[config.mk]
export PLATFORM = sky130hd
export DESIGN_NAME = pc_fetch
export DESIGN_NICKNAME = d
export VERILOG_FILES = /design/src/rtl/pc_fetch.sv
export SDC_FILE = /design/constraint.sdc
export NUM_CORES = 1
export LEC_CHECK = 0
export CORE_MARGIN = 2
export CORE_UTILIZATION = 35
export CTS_BUF_LIST = sky130_fd_sc_hd__clkbuf_8
export CTS_CLUSTER_DIAMETER = 60
export DETAILED_ROUTE_END_ITERATION = 10
export GPL_ROUTABILITY_DRIVEN = 1
export HOLD_SLACK_MARGIN = 0.1
export SLEW_MARGIN = 10
export SYNTH_ARGS = -nofsm -noshare
export SYNTH_HDL_FRONTEND = slang
export SYNTH_SLANG_ARGS = --single-unit
[constraint.sdc]
create_clock -name clk -period 15.8 [get_ports clk]
set_input_delay 2.37 -clock clk [delete_from_list [all_inputs] [get_ports clk]]
set_output_delay 2.37 -clock clk [all_outputs]
set_load 0.02 [all_outputs]
[src/rtl/pc_fetch.sv]
`default_nettype none
// ============================================================================
// Module   : pc_fetch
// Purpose  : Registered fetch PC with IDLE/RUN/TRAP control, stall/redirect
//            handling and a direct-mapped branch target buffer.
// Revision : 1.0 - initial release
// ============================================================================
module pc_fetch #(
    parameter int                         ADDRESS_WIDTH = 32,
    parameter logic [ADDRESS_WIDTH-1:0]   RESET_VECTOR  = '0,
    parameter int                         BTB_ENTRIES   = 16,
    parameter bit                         ENABLE_BTB    = 1'b1
) (
    input  logic                     clk,
    input  logic                     rst,
    input  logic                     trigger,
    input  logic                     stall,
    input  logic                     redirect_valid,
    input  logic [ADDRESS_WIDTH-1:0] redirect_pc,
    input  logic                     update_valid,
    input  logic [ADDRESS_WIDTH-1:0] update_pc,
    input  logic [ADDRESS_WIDTH-1:0] update_target,
    input  logic                     update_taken,
    output logic [ADDRESS_WIDTH-1:0] pc,
    output logic [ADDRESS_WIDTH-1:0] pcplus4,
    output logic                     pc_valid,
    output logic                     pred_taken,
    output logic                     misaligned
);

    localparam int IDX   = $clog2(BTB_ENTRIES);
    localparam int TAG_W = ADDRESS_WIDTH - IDX - 2;

    typedef enum logic [1:0] {
        IDLE = 2'd0,
        RUN  = 2'd1,
        TRAP = 2'd2
    } state_t;

    state_t                   state;
    logic [ADDRESS_WIDTH-1:0] btb_target;
    logic [ADDRESS_WIDTH-1:0] next_pc;
    logic                     run;

    assign run     = (state == RUN);
    assign pcplus4 = pc + ADDRESS_WIDTH'(4);

    always_comb begin
        next_pc = pcplus4;
        if (redirect_valid)  next_pc = redirect_pc;
        else if (stall)      next_pc = pc;
        else if (pred_taken) next_pc = btb_target;
    end

    always_ff @(posedge clk) begin
        if (!rst) begin
            state      <= IDLE;
            pc         <= RESET_VECTOR;
            pc_valid   <= 1'b0;
            misaligned <= 1'b0;
        end else begin
            case (state)
                IDLE: begin
                    pc <= RESET_VECTOR;
                    if (trigger) begin
                        state    <= RUN;
                        pc_valid <= 1'b1;
                    end
                end
                RUN: begin
                    if (!trigger) begin
                        state    <= IDLE;
                        pc       <= RESET_VECTOR;
                        pc_valid <= 1'b0;
                    end else if (redirect_valid && (redirect_pc[1:0] != 2'b00)) begin
                        // pc keeps the last good value for trap diagnosis
                        state      <= TRAP;
                        pc_valid   <= 1'b0;
                        misaligned <= 1'b1;
                    end else begin
                        pc <= next_pc;
                    end
                end
                TRAP: begin
                    state <= TRAP;
                end
                default: begin
                    state    <= IDLE;
                    pc       <= RESET_VECTOR;
                    pc_valid <= 1'b0;
                end
            endcase
        end
    end

    generate
        if (ENABLE_BTB) begin : g_btb
            logic [BTB_ENTRIES-1:0]   valid;
            logic [TAG_W-1:0]         tags    [BTB_ENTRIES];
            logic [ADDRESS_WIDTH-1:0] targets [BTB_ENTRIES];
            logic [1:0]               ctrs    [BTB_ENTRIES];

            logic [IDX-1:0]   rd_idx;
            logic [IDX-1:0]   wr_idx;
            logic [TAG_W-1:0] rd_tag;
            logic [TAG_W-1:0] wr_tag;
            logic             rd_hit;
            logic             wr_hit;
            logic             unused_lsbs;

            assign rd_idx      = pc[IDX+1:2];
            assign rd_tag      = pc[ADDRESS_WIDTH-1:IDX+2];
            assign wr_idx      = update_pc[IDX+1:2];
            assign wr_tag      = update_pc[ADDRESS_WIDTH-1:IDX+2];
            assign rd_hit      = valid[rd_idx] && (tags[rd_idx] == rd_tag);
            assign wr_hit      = valid[wr_idx] && (tags[wr_idx] == wr_tag);
            assign pred_taken  = rd_hit && ctrs[rd_idx][1];
            assign btb_target  = targets[rd_idx];
            assign unused_lsbs = ^update_pc[1:0];

            // Lookup reads the array combinationally, so a same-cycle write
            // to the entry being fetched only shows up on the next cycle.
            always_ff @(posedge clk) begin
                if (!rst) begin
                    valid <= '0;
                end else if (run && update_valid) begin
                    if (wr_hit) begin
                        if (update_taken) begin
                            if (ctrs[wr_idx] != 2'd3) ctrs[wr_idx] <= ctrs[wr_idx] + 2'd1;
                            targets[wr_idx] <= update_target;
                        end else if (ctrs[wr_idx] != 2'd0) begin
                            ctrs[wr_idx] <= ctrs[wr_idx] - 2'd1;
                        end
                    end else if (update_taken) begin
                        valid[wr_idx]   <= 1'b1;
                        tags[wr_idx]    <= wr_tag;
                        targets[wr_idx] <= update_target;
                        ctrs[wr_idx]    <= 2'd2;
                    end
                end
            end
        end else begin : g_no_btb
            logic unused_update;

            assign pred_taken    = 1'b0;
            assign btb_target    = '0;
            assign unused_update = ^{update_valid, update_pc, update_target, update_taken};
        end
    endgenerate

endmodule
`default_nettype wire
==> results of run 1 <==
-- final timing paths --
| check | slack, ns | endpoint | cells after the start |
|---|---|---|---|
| min | 0.48 | g_btb.valid[8] | 1 |
| min reg2reg | 0.48 | g_btb.valid[8] | 1 |
| max reg2reg | 10.87 | pc[29] | 10 |
| max | 7.66 | pred_taken | 8 |
-- cells by family after synthesis --
family / synth area share, %
compound gates: 2.90
xor+xnor: 1.78
fa+ha+maj: 0.0282
buf+inv: 1.82
flops: 67.4
mux: 21.6
simple gates: 4.44
-- worst max-delay path: stages, from the launching register on --
cell and delay (ns):
dfxtp_4 0.83, buf_4 0.77, nand2_1 0.39, o221ai_1 0.53
mux2_2 0.26, or4b_2 0.59, nor4_1 0.29, and4_1 0.54
clkdlybuf4s50_1 0.71
-- power breakdown --
part	switching, mW	internal, mW	leakage [nW]	total (mW)
Sequential	0.00585	2.95	9.08	2.96
Combinational	0.143	0.0952	5.03	0.238
Clock	1.09	1.17	1.84	2.25
-- synthesized netlist by cell type (8+ instances only) --
cell      count
edfxtp_1    960
mux4_2      356
mux2i_1     140
clkbuf_1     79
nand2_1      65
nand3_1      62
xnor2_1      62
dfxtp_1      56
nor2_1       49
buf_2        41
a22oi_1      39
nor3_1       29
xor2_1       28
buf_1        25
nor4_1       21
a22o_1       20
nand4_1      19
and3_1       15
mux2_2       15
nor2b_1      15
a21o_1       14
nand2b_1     14
buf_4        12
inv_1        11
a21oi_1      10
nor3_2       10
o21ai_0      10
or3b_1        9
o22ai_1       8
or3b_2        8
-- state kept, by name (all words and copies together) (netlist names), named ones only --
| register | flops |
|---|---|
| misaligned | 1 |
| g_btb.tags | 416 |
| state | 2 |
| g_btb.targets | 512 |
| pc | 32 |
| g_btb.ctrs | 32 |
| pc_valid | 1 |
| g_btb.valid | 16 |
-- cell usage in the layout (no fill, tap or decap), drive strengths merged, types with 6 or more instances in the layout --
master,count
nand4b,6
nand2,65
a221oi,11
and3,15
clkdlybuf4s50,163
a21o,14
o21ai,10
a22o,20
inv,66
clkinv,62
dfxtp,56
a311o,6
or3b,17
edfxtp,960
buf,71
bufinv,7
a22oi,39
mux4,356
clkbuf,178
mux2,15
mux2i,140
o22ai,8
nor2,49
nand3,62
nor2b,15
o211ai,6
xnor2,62
nand4,19
nand2b,14
a21oi,11
nor4,22
a211o,7
and2,6
nor3,39
xor2,28
-- per-layer routing --
layer / up-vias / global-route usage (%) / share of wire [%]
met3: 249 / 4.73 / 9.6
met4: 14 / 6.91 / 3.0
met2: 1367 / 31.5 / 47
li1: 10224 / - / -
met5: - / 0 / 0.065
met1: 13400 / 27.2 / 41
-- per-stage QoR --
stage | setup slack [ns] | std cells | hold WS (ns)
after detailed placement | 6.89 | 4033 | 0.466
after global placement | 7.00 | 4033 | 0.448
after CTS | 7.61 | 4336 | 0.480
after global routing | 7.34 | 4338 | 0.496
final | 7.66 | 4341 | 0.478
after floorplan | 7.93 | 2312 | 0.438
-- cell type report --
type                            count  area share [%]
Sequential cell                  1016            58.3
Multi-Input combinational cell   1120            27.0
Clock buffer                      177            4.74
Timing Repair Buffer              235            4.23
Tap cell                         1650            4.02
Clock inverter                    126            1.59
Inverter                           12          0.0901
Antenna cell                        5          0.0243
==> out/metrics.cfg, run 1 <==
[outcome]
outcome = complete, no violations

[global_route]
grt_pass1_wl_um = 187000
grt_start_max_net_pins = 62
grt_pass1_vias = 25936
grt-ovfl-total = 0
globalRouteTotalUtil_pct = 20.0
antenna_found_initial = 10

[timing]
drv_slew = 0
worst_pin_slew_ns = 1.24
fin_skew_ns = 0.0468
period_share_pct = 51.5
tns_ns = 0
slew_headroom_pct = 17.3
min_period_ns = 8.14
fmax_mhz = 123
rsz0062_at_grt = no
final-hold-violation-count = 0
setup_viol = 0

[pwr]
leakage_nw = 16.0
peakVddDrop_mv = 0.0773
power.density_mw_per_mm2 = 106
finalPower_mw = 5.45

[layout]
drive_gt1_share_pct = 27.4
fin_util_pct = 40.9
fillers = 11129
nets = 2654
final_area_mm2 = 0.0514
area_delta_synth_final_pct = 15.7
seqCellArea_mm2 = 0.0300
multiInputGateArea_mm2 = 0.0139

[floorplan]
num_rows = 130
num_io_pins = 170
die-area_mm2 = 0.130
initial_core_util_pct = 35.3
coreArea_mm2 = 0.126
die_w_um = 360
die_h_um = 360

[routing]
drt-total-wl_um = 131000
ant_nets = 0
vias = 25254
drt_iter0_drc = 2964
route.detailed.drc = 0
viasPerCell = 5.82
drtPass1Iterations = 6
wl_per_cell_um = 30.3

[synthesis]
synth_cell_types = 66
synthTopCellsByArea = edfxtp_1 (65%), mux4_2 (18%), mux2i_1 (3.2%)
postSynthCellCount = 2312
synth_edf_count = 960
synth_seq_area_share_pct = 67.4
avgSynthCellArea_um2 = 19.2
synth_ff_type = edfxtp_1
synth_seq_cells = 1016
synth_top_area_share_pct = 64.9
yosysTopAreaCell = edfxtp_1
syn_nets = 2416
synthArstFlopShare_pct = 0
syn_area_mm2 = 0.0444
ys_warn_count = 0

[clock_network]
clk_pin_slew_ns = 0.06
cts_made_buffers = 165
clk-insertion-delay-late_ns = 0.84
cts_tree = yes
clock_path_buffers = 3
cts_hold_buf = 0
cts_htree_levels = 4
clock_sinks = 1016
post_cts_buffers = 0
cts-root-buf = clkbuf_8
cts.repair.resized = 0

[setup_path]
worst_setup_path_end_kind = output port
cp-start-kind = flop
arrival_ns = 5.77
crit_required_ns = 13.43
critPathKind = reg2out
worstPathMaxFanout = 40

[flow_run]
max-cap-violations = 0

[placement]
place_hpwl_um = 76900
routabilityCongestion = 0.876
postPlaceCellArea_mm2 = 0.0481
port_buffers = 167

[hold_path]
min_from = g_btb.valid[8]
hold_class = reg2reg

(Power assumes the default switching activity.)
==> inputs of run 2 (changes only) <==
==> constraint.sdc (replaced) <==
create_clock -name clk -period 8.2 [get_ports clk]
set_input_delay 1.23 -clock clk [delete_from_list [all_inputs] [get_ports clk]]
set_output_delay 1.23 -clock clk [all_outputs]
set_load 0.02 [all_outputs]
==> run 2 against run 1 <==
Net effect:
- combinational power rose by 92%
- design area fell by 0.41%
- die area did not move
- via count fell by 1.0%
- non-clock buffer count fell by 3
- critical path depth did not move
- worst hold slack got worse by 0.0045 ns
- utilization fell by 0.17 points
- register-to-register slack got worse by 7.4 ns
==> out/metrics.cfg, run 2 (synthesis gave the netlist of run 1 again) <==
[routing]
drtPass1Iterations = 6  ; unchanged
drt-total-wl_um = 130000  ; -0.91%
ant_nets = 0  ; unchanged
route.detailed.drc = 0  ; unchanged
wl_per_cell_um = 30.0  ; -0.84%
drt_iter0_drc = 3020  ; +1.9%
viasPerCell = 5.76  ; -0.95%
vias = 24996  ; -1.0%

[layout]
seqCellArea_mm2 = 0.0300  ; unchanged
largest_register = g_btb.targets
final_common_cell = edfxtp_1
fin_util_pct = 40.7  ; -0.17 points
nets = 2650  ; -0.15%
fillers = 11123  ; -0.054%
drive_gt1_share_pct = 26.4  ; -1.0 points
final_cell_mix = edfxtp_1 (960), mux4_2 (356), clkbuf_8 (166)
area_delta_synth_final_pct = 15.2
multiInputGateArea_mm2 = 0.0139  ; about the same
largest_reg_flops = 512  ; unchanged
top_regs = g_btb.targets x512, g_btb.tags x416

[setup_path]
critPathBufInv = 2  ; unchanged
arrival_ns = 5.39  ; -0.38 ns
critPathKind = reg2out
cp-start-kind = flop
cp_top_family = multiplexers
worst_setup_path_end_kind = output port
cp_cell_sequence = buf_4 -> mux4_2 -> mux2i_1 -> xnor2_1 -> a22o_1 -> nor4_1 -> and4_1 -> clkdlybuf4s50_1
slowest_stage = dfxtp_4
worstPathMaxFanout = 31  ; -23%
slowest_delay_ns = 0.75  ; -0.08 ns
crit_required_ns = 6.97  ; -6.46 ns

[placement]
place_hpwl_um = 76700  ; -0.19%
port_buffers = 167  ; unchanged
routabilityCongestion = 0.853  ; -2.6%

[floorplan]
initial_core_util_pct = 35.3  ; unchanged
die_h_um = 360  ; unchanged
die_w_um = 360  ; unchanged
die-area_mm2 = 0.130  ; unchanged
coreArea_mm2 = 0.126  ; unchanged
num_io_pins = 170  ; unchanged
num_rows = 130  ; unchanged

[timing]
final-hold-violation-count = 0  ; unchanged
fmax_mhz = 151
worst_pin_slew_ns = 1.14  ; -0.0948 ns
period_share_pct = 80.7
rsz0062_at_grt = no
min_period_ns = 6.62
setup_viol = 0  ; unchanged
tns_ns = 0  ; unchanged
fin_skew_ns = 0.0635  ; +0.0167 ns
slew_headroom_pct = 23.9  ; +6.6 points
drv_slew = 0  ; unchanged

[pwr]
leakage_nw = 15.9  ; -0.59%
p_sw_mw = 2.34  ; +89%
netSwitchingFraction_pct = 23.0  ; +0.25 points
share_comb_of_total_power_pct = 4.5  ; about the same
p_int_mw = 7.87  ; +87%
peakVddDrop_mv = 0.135  ; +74%
pwr-share-seq_pct = 55.8  ; +1.5 points
p_clk_share_pct = 39.7  ; -1.7 points
power.density_mw_per_mm2 = 200  ; +88%

[clock_network]
cts.repair.resized = 0  ; unchanged
clock_sinks = 1016  ; unchanged
cts_hold_buf = 0  ; unchanged
cts-root-buf = clkbuf_8
cts_tree = yes
post_cts_buffers = 0  ; unchanged
cts_made_buffers = 164  ; -0.61%
clk-insertion-delay-late_ns = 0.86  ; +0.02 ns
clk_pin_slew_ns = 0.06  ; about the same
clock_path_buffers = 3  ; unchanged
cts_htree_levels = 4  ; unchanged

[global_route]
antenna_found_initial = 13  ; +3
grt-ovfl-total = 0  ; unchanged
grt_start_max_net_pins = 101  ; +63%
grt_pass1_wl_um = 185000  ; -0.96%
globalRouteTotalUtil_pct = 19.8  ; -0.17 points
grt_pass1_vias = 25756  ; -0.69%

[hold_path]
hold_class = reg2reg

[outcome]
outcome = complete, no violations

[flow_run]
max-cap-violations = 0  ; unchanged

[run 2: layout make-up]
| type | count | share of cell area, % |
|---|---|---|
| Inverter | 12 | 0.0905 |
| Sequential cell | 1016 | 58.5 |
| Clock inverter | 134 | 1.42 |
| Multi-Input combinational cell | 1120 | 27.1 |
| Timing Repair Buffer | 232 | 4.32 |
| Tap cell | 1650 | 4.03 |
| Antenna cell | 9 | 0.0440 |
| Clock buffer | 165 | 4.44 |
[run 2: power by group through the flow]
| stage | registers [mW] | logic (mW) | clock network, mW |
|---|---|---|---|
| 6_report | 5.70 | 0.458 | 4.06 |
| 5_1_grt | 5.70 | 0.484 | 4.37 |
| 2_1_floorplan | 5.80 | 0.246 | 0 |
| 3_5_place_dp | 5.81 | 0.455 | 0 |
| 4_1_cts | 5.70 | 0.457 | 4.14 |
| 3_3_place_gp | 5.81 | 0.443 | 0 |
[run 2: path summary, 6_finish.rpt]
kind / depth (start not counted) / slack [ns] / end / from
worst min register to register: 1 / 0.47 / g_btb.valid[8] / g_btb.valid[8]
worst min-delay path: 1 / 0.47 / g_btb.valid[8] / g_btb.valid[8]
worst max-delay path: 8 / 1.58 / pred_taken / flop
worst max register to register: 11 / 3.49 / pc[17] / flop
[run 2: worst reg2reg max path: stages, from the launching register on]
cell and delay (ns):
dfxtp_4 0.75, buf_4 0.60, mux4_2 0.63, mux2i_1 0.72, a31o_2 0.27, a2111o_1 0.09
nand4bb_1 0.13, nor3_1 0.05, nand4_1 0.15, buf_4 0.63, mux2i_1 0.29, a221o_1 0.30
[run 2: metrics by stage]
stage	power [mW]	worst slack [ns]	hold WS [ns]	std cells	area (um2)
2_1_floorplan	6.05	1.47	0.438	2312	44400
3_5_place_dp	6.26	1.55	0.464	4030	48200
4_1_cts	10.3	1.52	0.476	4329	51200
5_1_grt	10.6	1.36	0.486	4334	51200
6_report	10.2	1.58	0.474	4338	51200
3_3_place_gp	6.25	1.71	0.446	4030	48200
[run 2: routing by layer]
layer,vias up,GRT usage [%],wire length (um)
li1,10217,-,-
met1,13225,27.1,52900
met2,1326,31.0,61100
met3,214,5.33,13100
met4,14,5.91,3020
met5,-,0,89
==> RTL change (config.mk and constraints of run 2) <==
The parameter `ADDRESS_WIDTH` goes from 32 to 24.
--- a/src/rtl/pc_fetch.sv
+++ b/src/rtl/pc_fetch.sv
@@ -6,7 +6,7 @@
 // Revision : 1.0 - initial release
 // ============================================================================
 module pc_fetch #(
-    parameter int                         ADDRESS_WIDTH = 32,
+    parameter int                         ADDRESS_WIDTH = 24,
     parameter logic [ADDRESS_WIDTH-1:0]   RESET_VECTOR  = '0,
     parameter int                         BTB_ENTRIES   = 16,
     parameter bit                         ENABLE_BTB    = 1'b1
Ports: changed (5 resized); port bits go from 170 to 130. No check against the original RTL was run, so the function may have changed too.
==> RTL change against run 2 <==
Sequential cell count down 264. Via count decreased by 30%. Worst setup slack better by 0.19 ns. Synthesized area decreased by 27%. Global-route usage shrank 0.80 points. Total power fell by 26%. Design area decreased by 27%. First-iteration DRC count is 34% lower. Wire length decreased by 30%. Critical endpoint unchanged.
==> RTL change: results (changes against run 2) <==
stage;metric;value;unit;change
status;status;completed;;
placement;gp_congestion;0.8134;;-4.7%
placement;hpwl;54.81;mm;-29%
routing;wl_met2;43.59;mm;-29%
setup_path;r2r-end;pc[21];;
pwr;pwr-share-seq;55.9;%;about the same
grt;antenna_found_initial;12;;-1
logic_synthesis;synth.area.mux_share;23.01;%;+1.4 points
worst_hold_path;holdPathEnd;g_btb.valid[3];;
logic_synthesis;synth_common_cells;edfxtp_1, mux4_2, mux2i_1, nor2_1;;
grt;grt_pass1_vias;17900;;-30%
sta;finalClockSkew;0.02394;ns;-0.03958 ns
logic_synthesis;seq_area_frac_synth;67.75;%;+0.31 points
logic_synthesis;ys_types;65;;-1.5%
worst_hold_path;hp-start;g_btb.valid[3];;
logic_synthesis;synth-compound-area-share;2.251;%;-0.65 points
logic_synthesis;syn_nets;1699;;-30%
pwr;power_clock;3010;uW;-26%
final_layout;reg.largest.list;g_btb.targets: 384 flops, g_btb.tags: 288 flops, g_btb.ctrs: 32 flops;;
final_layout;drive_gt1_share;29.04;%;+2.6 points
pwr;p_sw_share;22.39;%;-0.56 points
placement;dp.cells;2933;;-27%
clock_network;cts_made_buffers;119;;-27%
sta;worst_pin_slew;1.166;ns;+0.02451 ns
grt;grt_pass1_wl;128.7;mm;-30%
==> RTL change: cell count changes after synthesis, moves of 14 or more <==
cell / change
nand2_1: -17
buf_2: -19
xnor2_1: -20
nand3_1: -50
o21ai_0: +15
mux4_2: -68
nor4_1: -18
mux2i_1: -71
clkbuf_1: -39
a22o_1: -19
nor3_1: -14
edfxtp_1: -256
o21ai_1: +19
==> RTL change: per-stage QoR <==
stage	util [%]	setup slack (ns)	power (uW)
6_report	40.83	1.766	7543
5_1_grt	40.82	1.445	7797
4_1_cts	40.82	1.707	7606
3_5_place_dp	38.42	1.805	4619
3_3_place_gp	38.42	1.819	4611
2_1_floorplan	-	2.682	4469
==> RTL change: final cells by class <==
type,count,area (sq um)
Antenna cell,4,10.01
Clock buffer,122,1679
Clock inverter,96,525.5
Fill cell,8149,54480
Inverter,9,33.78
Multi-Input combinational cell,751,10040
Sequential cell,752,22110
Tap cell,1243,1555
Timing Repair Buffer,178,1643
